`src/rtl/product_writeback_if.sv`:
```
// Handshake bundle between the multiplier stage, the product writeback block
// and the data memory write port.
interface product_writeback_if #(
  parameter int ADDR_W = 8
) ();
  logic              in_valid;
  logic              in_ready;
  logic [15:0]       in_product;
  logic [ADDR_W-1:0] in_addr;
  logic              mem_we;
  logic [ADDR_W-1:0] mem_addr;
  logic [7:0]        mem_wdata;
  logic              mem_ack;

  // Environment side: offers products and answers memory writes.
  modport master (
    output in_valid, in_product, in_addr, mem_ack,
    input  in_ready, mem_we, mem_addr, mem_wdata
  );

  // Writeback block side.
  modport slave (
    input  in_valid, in_product, in_addr, mem_ack,
    output in_ready, mem_we, mem_addr, mem_wdata
  );
endinterface

```
`src/rtl/product_writeback.sv`:
```
// Product writeback: buffers sign-magnitude products, converts them to two's
// complement, and writes each as two bytes (high at base, low at base+1).
module product_writeback #(
  parameter int ADDR_W = 8,
  parameter int DEPTH  = 2
) (
  input  logic                clock,
  input  logic                reset,
  product_writeback_if.slave  bus,
  output logic                busy,
  output logic                done,
  output logic [7:0]          count
);

  localparam int PTR_W = (DEPTH > 1) ? $clog2(DEPTH) : 1;
  localparam int OCC_W = PTR_W + 1;

  typedef enum logic [1:0] {
    IDLE  = 2'd0,
    WR_HI = 2'd1,
    WR_LO = 2'd2
  } state_t;

  // Negative zero collapses to zero; other negatives are negated.
  function automatic logic [15:0] to_twos(input logic [15:0] p);
    logic [15:0] mag;
    mag = {1'b0, p[14:0]};
    if (p[15] && (p[14:0] != 15'd0)) begin
      to_twos = 16'd0 - mag;
    end else begin
      to_twos = mag;
    end
  endfunction

  logic [15:0]       val_mem_q  [DEPTH];
  logic [ADDR_W-1:0] addr_mem_q [DEPTH];
  logic [PTR_W-1:0]  wr_ptr_q, wr_ptr_d;
  logic [PTR_W-1:0]  rd_ptr_q, rd_ptr_d;
  logic [OCC_W-1:0]  occ_q, occ_d;

  state_t            state_q;
  logic [ADDR_W-1:0] base_q;
  logic [7:0]        lo_byte_q;
  logic              mem_we_q;
  logic [ADDR_W-1:0] mem_addr_q;
  logic [7:0]        mem_wdata_q;
  logic              done_q;
  logic [7:0]        count_q;

  logic              full_s;
  logic              empty_s;
  logic              push_s;
  logic              pop_s;
  logic [15:0]       head_val_s;
  logic [ADDR_W-1:0] head_addr_s;

  assign full_s      = (occ_q == OCC_W'(DEPTH));
  assign empty_s     = (occ_q == {OCC_W{1'b0}});
  assign push_s      = bus.in_valid & ~full_s;
  assign head_val_s  = val_mem_q[rd_ptr_q];
  assign head_addr_s = addr_mem_q[rd_ptr_q];

  assign bus.in_ready  = ~full_s;
  assign bus.mem_we    = mem_we_q;
  assign bus.mem_addr  = mem_addr_q;
  assign bus.mem_wdata = mem_wdata_q;
  assign busy          = (state_q != IDLE) | ~empty_s;
  assign done          = done_q;
  assign count         = count_q;

  // Pop whenever the FSM is ready to start a new product and one is waiting.
  always_comb begin
    pop_s = 1'b0;
    case (state_q)
      IDLE:    pop_s = ~empty_s;
      WR_LO:   pop_s = ~empty_s & bus.mem_ack;
      default: pop_s = 1'b0;
    endcase
  end

  // Next pointer and occupancy values for the wrap-around FIFO.
  always_comb begin
    wr_ptr_d = wr_ptr_q;
    rd_ptr_d = rd_ptr_q;
    occ_d    = occ_q;
    if (push_s) begin
      wr_ptr_d = wr_ptr_q + PTR_W'(1);
    end else begin
      wr_ptr_d = wr_ptr_q;
    end
    if (pop_s) begin
      rd_ptr_d = rd_ptr_q + PTR_W'(1);
    end else begin
      rd_ptr_d = rd_ptr_q;
    end
    case ({push_s, pop_s})
      2'b10:   occ_d = occ_q + OCC_W'(1);
      2'b01:   occ_d = occ_q - OCC_W'(1);
      default: occ_d = occ_q;
    endcase
  end

  // FIFO pointer and occupancy registers; reset empties the buffer.
  always_ff @(posedge clock) begin
    if (reset) begin
      wr_ptr_q <= {PTR_W{1'b0}};
      rd_ptr_q <= {PTR_W{1'b0}};
      occ_q    <= {OCC_W{1'b0}};
    end else begin
      wr_ptr_q <= wr_ptr_d;
      rd_ptr_q <= rd_ptr_d;
      occ_q    <= occ_d;
    end
  end

  // FIFO storage; the product is converted on the way in.
  always_ff @(posedge clock) begin
    if (!reset && push_s) begin
      val_mem_q[wr_ptr_q]  <= to_twos(bus.in_product);
      addr_mem_q[wr_ptr_q] <= bus.in_addr;
    end
  end

  // Write FSM with registered memory-port outputs, done pulse and counter.
  always_ff @(posedge clock) begin
    if (reset) begin
      state_q     <= IDLE;
      base_q      <= {ADDR_W{1'b0}};
      lo_byte_q   <= 8'd0;
      mem_we_q    <= 1'b0;
      mem_addr_q  <= {ADDR_W{1'b0}};
      mem_wdata_q <= 8'd0;
      done_q      <= 1'b0;
      count_q     <= 8'd0;
    end else begin
      done_q <= 1'b0;
      case (state_q)
        IDLE: begin
          if (!empty_s) begin
            state_q     <= WR_HI;
            base_q      <= head_addr_s;
            lo_byte_q   <= head_val_s[7:0];
            mem_we_q    <= 1'b1;
            mem_addr_q  <= head_addr_s;
            mem_wdata_q <= head_val_s[15:8];
          end
        end
        WR_HI: begin
          if (bus.mem_ack) begin
            state_q     <= WR_LO;
            mem_addr_q  <= base_q + ADDR_W'(1);
            mem_wdata_q <= lo_byte_q;
          end
        end
        WR_LO: begin
          if (bus.mem_ack) begin
            done_q  <= 1'b1;
            count_q <= count_q + 8'd1;
            if (!empty_s) begin
              state_q     <= WR_HI;
              base_q      <= head_addr_s;
              lo_byte_q   <= head_val_s[7:0];
              mem_we_q    <= 1'b1;
              mem_addr_q  <= head_addr_s;
              mem_wdata_q <= head_val_s[15:8];
            end else begin
              state_q  <= IDLE;
              mem_we_q <= 1'b0;
            end
          end
        end
        default: begin
          state_q  <= IDLE;
          mem_we_q <= 1'b0;
        end
      endcase
    end
  end

endmodule

```
`src/flat_wrapper.sv`:
```
// flat-port wrapper written by rule: the top's interface ports become plain ports
module product_writeback_flat 
#(
  parameter int ADDR_W = 8,
  parameter int DEPTH  = 2
)
  (clock, reset, busy, done, count, bus_in_valid, bus_in_product, bus_in_addr, bus_mem_ack, bus_in_ready, bus_mem_we, bus_mem_addr, bus_mem_wdata);
  product_writeback_if #(.ADDR_W(ADDR_W)) bus_i ();
  input  logic clock;
  input  logic reset;
  output logic busy;
  output logic done;
  output logic [7:0] count;
  input wire logic [$bits(bus_i.in_valid)-1:0] bus_in_valid;
  input wire logic [$bits(bus_i.in_product)-1:0] bus_in_product;
  input wire logic [$bits(bus_i.in_addr)-1:0] bus_in_addr;
  input wire logic [$bits(bus_i.mem_ack)-1:0] bus_mem_ack;
  output wire logic [$bits(bus_i.in_ready)-1:0] bus_in_ready;
  output wire logic [$bits(bus_i.mem_we)-1:0] bus_mem_we;
  output wire logic [$bits(bus_i.mem_addr)-1:0] bus_mem_addr;
  output wire logic [$bits(bus_i.mem_wdata)-1:0] bus_mem_wdata;
  assign bus_i.in_valid = bus_in_valid;
  assign bus_i.in_product = bus_in_product;
  assign bus_i.in_addr = bus_in_addr;
  assign bus_i.mem_ack = bus_mem_ack;
  assign bus_in_ready = bus_i.in_ready;
  assign bus_mem_we = bus_i.mem_we;
  assign bus_mem_addr = bus_i.mem_addr;
  assign bus_mem_wdata = bus_i.mem_wdata;
  product_writeback #(.ADDR_W(ADDR_W), .DEPTH(DEPTH)) u_core (.clock(clock), .reset(reset), .bus(bus_i), .busy(busy), .done(done), .count(count));
endmodule
```
`config.mk`:
```
export PLATFORM = sky130hd
export DESIGN_NAME = product_writeback_flat
export DESIGN_NICKNAME = d
export VERILOG_FILES = /design/src/rtl/product_writeback_if.sv /design/src/rtl/product_writeback.sv /design/src/flat_wrapper.sv
export SDC_FILE = /design/constraint.sdc
export NUM_CORES = 1
export LEC_CHECK = 0
export CAP_MARGIN = 10
export CORE_ASPECT_RATIO = 1.5
export CORE_MARGIN = 5
export CORE_UTILIZATION = 49
export DETAILED_ROUTE_END_ITERATION = 10
export PLACE_DENSITY = 0.85
export SYNTH_ARGS = -nofsm -noshare
export SYNTH_HDL_FRONTEND = slang
export SYNTH_SLANG_ARGS = --single-unit
```
`constraint.sdc`:
```
create_clock -name clock -period 3 [get_ports clock]
set_input_delay 0.6 -clock clock [delete_from_list [all_inputs] [get_ports clock]]
set_output_delay 0.6 -clock clock [all_outputs]
set_load 0.005 [all_outputs]
```
==> results of run 1 <==
-- report_power, final --
group	internal [µW]	switching, µW	total [µW]
combinational	667	739	1410
sequential	1720	203	1930
clock	648	468	1120
-- cell usage in the layout (no fill, tap or decap), types with 2 or more instances in the layout --
cell	instances
clkinvlp_4	3
xor2_1	15
a21oi_1	25
nand3_1	7
nor4_1	2
clkinv_4	2
nor3b_4	2
nor2_1	43
clkbuf_16	9
inv_1	4
clkdlybuf4s50_1	54
o21ai_0	6
nand2b_1	4
ha_1	4
a211oi_1	16
edfxtp_1	48
mux2i_1	24
xnor2_1	15
o41ai_1	2
buf_4	5
nand4_1	2
nand2_1	49
dfxtp_1	49
o211ai_1	15
-- worst max path at each step --
stage / endpoint / slack [ns] / startpoint
after floorplan: u_core.addr_mem_q[0][0]$_DFFE_PP_ / 0.64 / reset
after global placement: u_core.val_mem_q[0][9]$_DFFE_PP_ / 0.34 / bus_in_product[0]
after detailed placement: u_core.val_mem_q[0][9]$_DFFE_PP_ / 0.30 / bus_in_product[0]
after CTS: u_core.bus.mem_wdata[5]$_SDFFE_PP0P_ / 0.64 / bus_mem_ack
after global routing: u_core.val_mem_q[0][13]$_DFFE_PP_ / 0.37 / bus_in_product[0]
final: u_core.val_mem_q[0][11]$_DFFE_PP_ / 0.64 / bus_in_product[2]
-- area by class of cell --
type	count	area, µm²	area share, %
timing repair buffer	60	583	11.6
sequential	97	2420	48.1
inverter	4	15.0	0.298
multi-input combinational	249	1580	31.4
clock buffer	10	229	4.55
clock inverter	6	70.1	1.39
tap	105	131	2.61
-- worst register-to-register path: stages (launching register included) --
cell and delay (ns):
dfxtp_1 0.48, nand2b_1 0.88, nand2_1 0.17, o211ai_1 0.18, a21oi_1 0.11
-- per-stage QoR --
stage               instance area, µm²  hold slack [ns]  total power [µW]  cells
floorplan                         4090            0.448              2810    370
global placement                  4720            0.440              3290    514
detailed placement                4720            0.445              3340    514
CTS                               5020            0.456              4480    530
global route                      5030            0.471              4730    531
finish                            5030            0.455              4450    531
-- sequential cells by signal (all words and copies together), names as in the netlist, 2 cells and up, named ones only --
name                  cells
u_core.val_mem_q         32
u_core.state_q            2
u_core.base_q             8
u_core.addr_mem_q        16
u_core.bus.mem_addr       8
u_core.lo_byte_q          8
u_core.count              8
u_core.occ_q              2
u_core.bus.mem_wdata      8
-- routing by layer --
metal,vias up,GRT usage [%]
met1,1327,16.7
met2,67,27.8
met4,0,8.22
met5,-,0
met3,17,3.65
li1,1428,-
-- logic make-up (layout without fill, tap and decap cells) --
family | Yosys count | count (layout) | synth area share (%)
buffers and inverters | 24 | 80 | 2.45
and+or+nand+nor | 119 | 119 | 13.0
xor gates and xnor gates | 30 | 30 | 6.44
DFF | 97 | 97 | 59.4
AOI/OAI and AO/OA | 72 | 72 | 11.6
adders and majority gates | 4 | 4 | 1.23
muxes | 24 | 24 | 5.89
==> run summary, run 1 <==
* 122 µm — Die H
* 23.3% — Synth-to-Final Area Change
* 4 — DRT Pass-1 Iters
* 3.08 ns — CP Data Required Time
* 2 — worst-case clock buffer depth
* 55 — IO buf count
* 0.34 ns — clock latency on the worst-skew pair
* 56 — top-level I/O count
* 370 — Gate Count Post-Synth
* 2839 — via count of the routed design
* 0 — number of diodes
* 2900 µm — met1 WL
* 133 — 1st-iter DRT viols
* u_core.state_q[1]$_SDFFE_PP0P_ — r2r startpoint
* 1.08 ns — Worst Max-Slew Pin Slew
* 0.00175 µW — total leakage power
* 0 — antenna violations before repair
* 376 µm — routed wire length on met3
* 402 — post-synth net total
* edfxtp_1 — library cell occupying the most area in the post-synthesis netlist
* 84.5 µm — die extent in x
* 4080 µm² — post-synth design cell area
* 2.36 ns — shortest period the worst path allows
* 0 — number of endpoints with negative hold slack in the final report
* 1.02 ns — Reg2Reg Setup Slack
* 0 — Post-CTS Repair Setup Buffers
* 0.303 ns — setup slack at placement
* 6 — largest fanout on the critical path
* 11.0 µm² — per-instance average area after synthesis
* 50.6% — Initial Utilization
* 3 — htree depth
* edfxtp_1, dfxtp_1, mux2i_1 — top cells by area in the synthesized netlist
* 40 — std cell rows
* 14.4 µm — routed wire length per instance
* or4_4 — master of the slowest instance on the critical path
* 2.44 ns — data arrival time of the critical path
* 424 MHz — maximum operating frequency
* 4 — Worst Reg-to-Reg Cells
* u_core.bus.mem_wdata[3]$_SDFFE_PP0P_ — endpoint of the worst-slack reg-to-reg timing path
* 0 — final setup vio count
* 0 — Pins Over Slew Limit
* 0 — YS warnings
* no — setup repair after global routing missed its margin
* 0 — max-capacitance violation count
* clkbuf_16 — clock root cell
* 0 — quantity of gates resized following cts
* 0 ns — Fin Setup TNS
* 0.00562 ns — clock skew after layout
* 0% — share of synthesized flip-flops with an asynchronous set or reset
* flip-flop to flip-flop — path type of the worst min-delay path
* 0 — gr ovfl total
* dfxtp_1, nand2_1, edfxtp_1 — Post-synth top cells
* 5300 µm — HPWL after detailed placement
* 626 — number of fillers in the final layout
* 2 — worst hold stages
* 52 — pin count of the biggest net entering global routing
* 0 — number of hold buffers added after cts
* 2796 — vias in the first global route
* met4 — highest routed metal layer
* 0.000489 V — worst IR drop on VDD
* 0.06 ns — clk slew on worst S/H paths
* 59.4% — register area share after synthesis
* 15.5% — Tot GR Track Use
* 27.9% — worst slew slack as a fraction of its limit
* 0 — remaining design rule violation count
* dfxtp_1 — Primary FF master, synth
* 453 — Layout Nets
* 0 — final antenna-violating net count
* u_core.bus.mem_addr[1]$_SDFFE_PP0P_ — hold endpoint
* 6.57% — fraction of layout instances using a drive strength above 1
* u_core.bus.mem_addr[1]$_SDFFE_PP0P_ — hold path startpoint
* 35.3% — Yosys top cell area share
* clkdlybuf4s50_1 -> or4_4 -> nor3_2 -> nor3b_4 -> a21oi_1 -> xor2_1 — crit-path cells
* simple AND/OR/NAND/NOR gates — gate family responsible for the most delay along the worst path
* 10300 µm² — die area
* 38 — distinct cell type count after synthesis
* yes — CTS tree
* 884 nW/µm² — Power per Cell Area
* 97 — number of sinks driven by the clock tree
* 4150 µm — met2 layer wire length in the routed design
* input port to flip-flop — Crit Path Category
* 97 — synthesis-stage register bit count
* 12600 µm — global-route wire length before repair
* completed — run status
* 0.641 ns — post-route worst setup slack
* 0.831 — placer's final routability congestion estimate
* 48 — EDFF count, synth
* flip-flop — category of the worst setup path capture point
* 5.35 — detailed-route vias per instance
* 0.59 ns — Largest stage delay, worst path
* 62.4% — final core utilization
* 7670 µm — final wirelength
* 8060 µm² — core box area
* 9 — clock buffers created by TritonCTS
* 6 — Crit path depth
* 78.6% — final worst path period share
* input port — CP Launch Type
* 1 — Critical path buffers and inverters
No activity file was read; power rests on OpenSTA's default activity.
==> run 2, diff against run 1 <==
Settings changed: CORE_UTILIZATION 49 to 54, PLACE_DENSITY 0.85 to 0.89.
Clock period 3 ns to 2.2 ns, I/O delays scaled along.
==> run summary, run 2 (synthesis results as in run 1) <==
* 0.48 ns — Largest stage delay, worst path
* 4 — DRT Pass-1 Iters
* input port — CP Launch Type
* nor4_1 — master of the slowest instance on the critical path
* 0.09 ns — clk slew on worst S/H paths
* 55.7% — Initial Utilization
* 549 — non-filler cells in the finished layout
* flip-flop to flip-flop — path type of the worst min-delay path
* 2980 — via count of the routed design
* 2.15 ns — shortest period the worst path allows
* 0 — remaining design rule violation count
* 0 — antenna violations before repair
* 533 — post-placement cell count
* 0 — number of diodes
* 0.37 ns — Reg2Reg Setup Slack
* 97 — number of sinks driven by the clock tree
* 0.000537 V — worst IR drop on VDD
* 476 — Layout Nets
* 6020 µm — HPWL after detailed placement
* 56 — top-level I/O count
* clkbuf_8 — clock root cell
* 9 — clock buffers created by TritonCTS
* input port to flip-flop — Crit Path Category
* 0.00985 ns — clock skew after layout
* 116 µm — Die H
* 3 — htree depth
* 1160 nW/µm² — Power per Cell Area
* 38 — std cell rows
* 0.00186 µW — total leakage power
* u_core.bus.mem_addr[4]$_SDFFE_PP0P_ — endpoint of the worst-slack reg-to-reg timing path
* 81.0 µm — die extent in x
* 55 — IO buf count
* 32 — flip-flop count of the largest register, all copies and words added
* 0 — final setup vio count
* 0 — Post-CTS Repair Setup Buffers
* 2.30 ns — CP Data Required Time
* 3090 — vias in the first global route
* 9430 µm² — die area
* 8670 µm — final wirelength
* 0 — number of endpoints with negative hold slack in the final report
* 0 — max-capacitance violation count
* 2 — worst-case clock buffer depth
* 0.36 ns — clock latency on the worst-skew pair
* 11.6% — fraction of layout instances using a drive strength above 1
* 2.25 ns — data arrival time of the critical path
* 97.8% — final worst path period share
* simple AND/OR/NAND/NOR gates — gate family responsible for the most delay along the worst path
* bus_in_product[2] — critical path launch point
* 465 MHz — maximum operating frequency
* 70.7% — final core utilization
* completed — run status
* 51.3% — worst slew slack as a fraction of its limit
* 0 — Pins Over Slew Limit
* u_core.val_mem_q (32), u_core.addr_mem_q (16) — Top Registers
* 7320 µm² — core box area
* 166 — 1st-iter DRT viols
* 6020 µW — power consumption
* 5 — largest fanout on the critical path
* u_core.val_mem_q — register bank with the most flops
* 0 — final antenna-violating net count
* 0 — gr ovfl total
* clkdlybuf4s50_1 — most common library cell in the layout ignoring fill and taps
* clkdlybuf4s50_1, nand2_1, dfxtp_1, edfxtp_1, nor2_1 — most used cells in the layout excluding fill and tap cells
* yes — CTS tree
* no — setup repair after global routing missed its margin
* 20.1% — Tot GR Track Use
* 0.888 — placer's final routability congestion estimate
* 5 — Worst Reg-to-Reg Cells
* 7 — Crit path depth
* flip-flop — category of the worst setup path capture point
* 50 — pin count of the biggest net entering global routing
* 2 — worst hold stages
* 15.8 µm — routed wire length per instance
* 26.8% — Synth-to-Final Area Change
* 14200 µm — global-route wire length before repair
* 5.43 — detailed-route vias per instance
* u_core.val_mem_q[1][13]$_DFFE_PP_ — capturing element of the worst setup path
* clkdlybuf4s50_1 -> nor4_1 -> nand2_1 -> o31ai_2 -> buf_4 -> a21oi_1 -> xor2_1 — crit-path cells
* 0.730 ns — Worst Max-Slew Pin Slew
* u_core.state_q[0]$_SDFFE_PP0P_ — r2r startpoint
* 2 — Critical path buffers and inverters
* 0 — number of hold buffers added after cts
run 2: changes by cell type in the layout (fill, tap and decap cells not counted), moves of 3 or more:
cell	change
buf_12	+3
buf_4	+20
clkbuf_16	-9
clkbuf_8	+9
run 2: tightest hold or removal path: cells and delay by family (launching register included):
kind	cells	cell delay [ns]
AOI/OAI and AO/OA	1	0.05
and+or+nand+nor	1	0.05
DFF	1	0.31
run 2: what timing repair did:
| item | in CTS | in global routing |
|---|---|---|
| resized for setup | 1 | 2 |
| setup endpoints to repair | 2 | 4 |
| gates cloned | 0 | 0 |
run 2: report_power, final:
group | switching (µW) | total (µW) | internal (µW)
Combinational | 1070 | 2060 | 989
Clock | 572 | 1320 | 749
Sequential | 296 | 2640 | 2350
run 2: layer usage:
metal	track usage (%)	part of all wire (%)	wire length (µm)
met1	18.7	34	2900
met2	40.3	60	5170
met3	3.32	4.8	415
met4	10.0	2.1	180
met5	0	0	0
run 2: area by class of cell:
cell class	count	area, µm²
Fill cell	548	2150
Inverter	4	15.0
Multi-Input combinational cell	249	1590
Tap cell	100	125
Clock buffer	10	128
Timing Repair Buffer	83	793
Sequential cell	97	2420
Clock inverter	6	106
run 2: worst min-delay path by stage:
stage	from	to	slack, ns
after detailed placement	u_core.bus.mem_addr[3]$_SDFFE_PP0P_	u_core.bus.mem_addr[3]$_SDFFE_PP0P_	0.45
final	u_core.bus.mem_addr[3]$_SDFFE_PP0P_	u_core.bus.mem_addr[3]$_SDFFE_PP0P_	0.45
after global routing	u_core.bus.mem_addr[3]$_SDFFE_PP0P_	u_core.bus.mem_addr[3]$_SDFFE_PP0P_	0.48
after CTS	u_core.bus.mem_addr[3]$_SDFFE_PP0P_	u_core.bus.mem_addr[3]$_SDFFE_PP0P_	0.46
after floorplan	u_core.bus.mem_addr[0]$_SDFFE_PP0P_	u_core.bus.mem_addr[0]$_SDFFE_PP0P_	0.45
after global placement	u_core.bus.mem_addr[1]$_SDFFE_PP0P_	u_core.bus.mem_addr[1]$_SDFFE_PP0P_	0.44
run 2: stage by stage:
step / hold slack (ns) / area (µm²) / worst slack (ns) / TNS (ns)
2_1_floorplan: 0.448 / 4080 / -0.733 / -34.95
3_3_place_gp: 0.441 / 4920 / -0.197 / -3.74
3_5_place_dp: 0.446 / 4920 / -0.321 / -8.70
4_1_cts: 0.456 / 5160 / 0.0842 / 0
5_1_grt: 0.478 / 5170 / 0.0159 / 0
6_report: 0.453 / 5170 / 0.0487 / 0
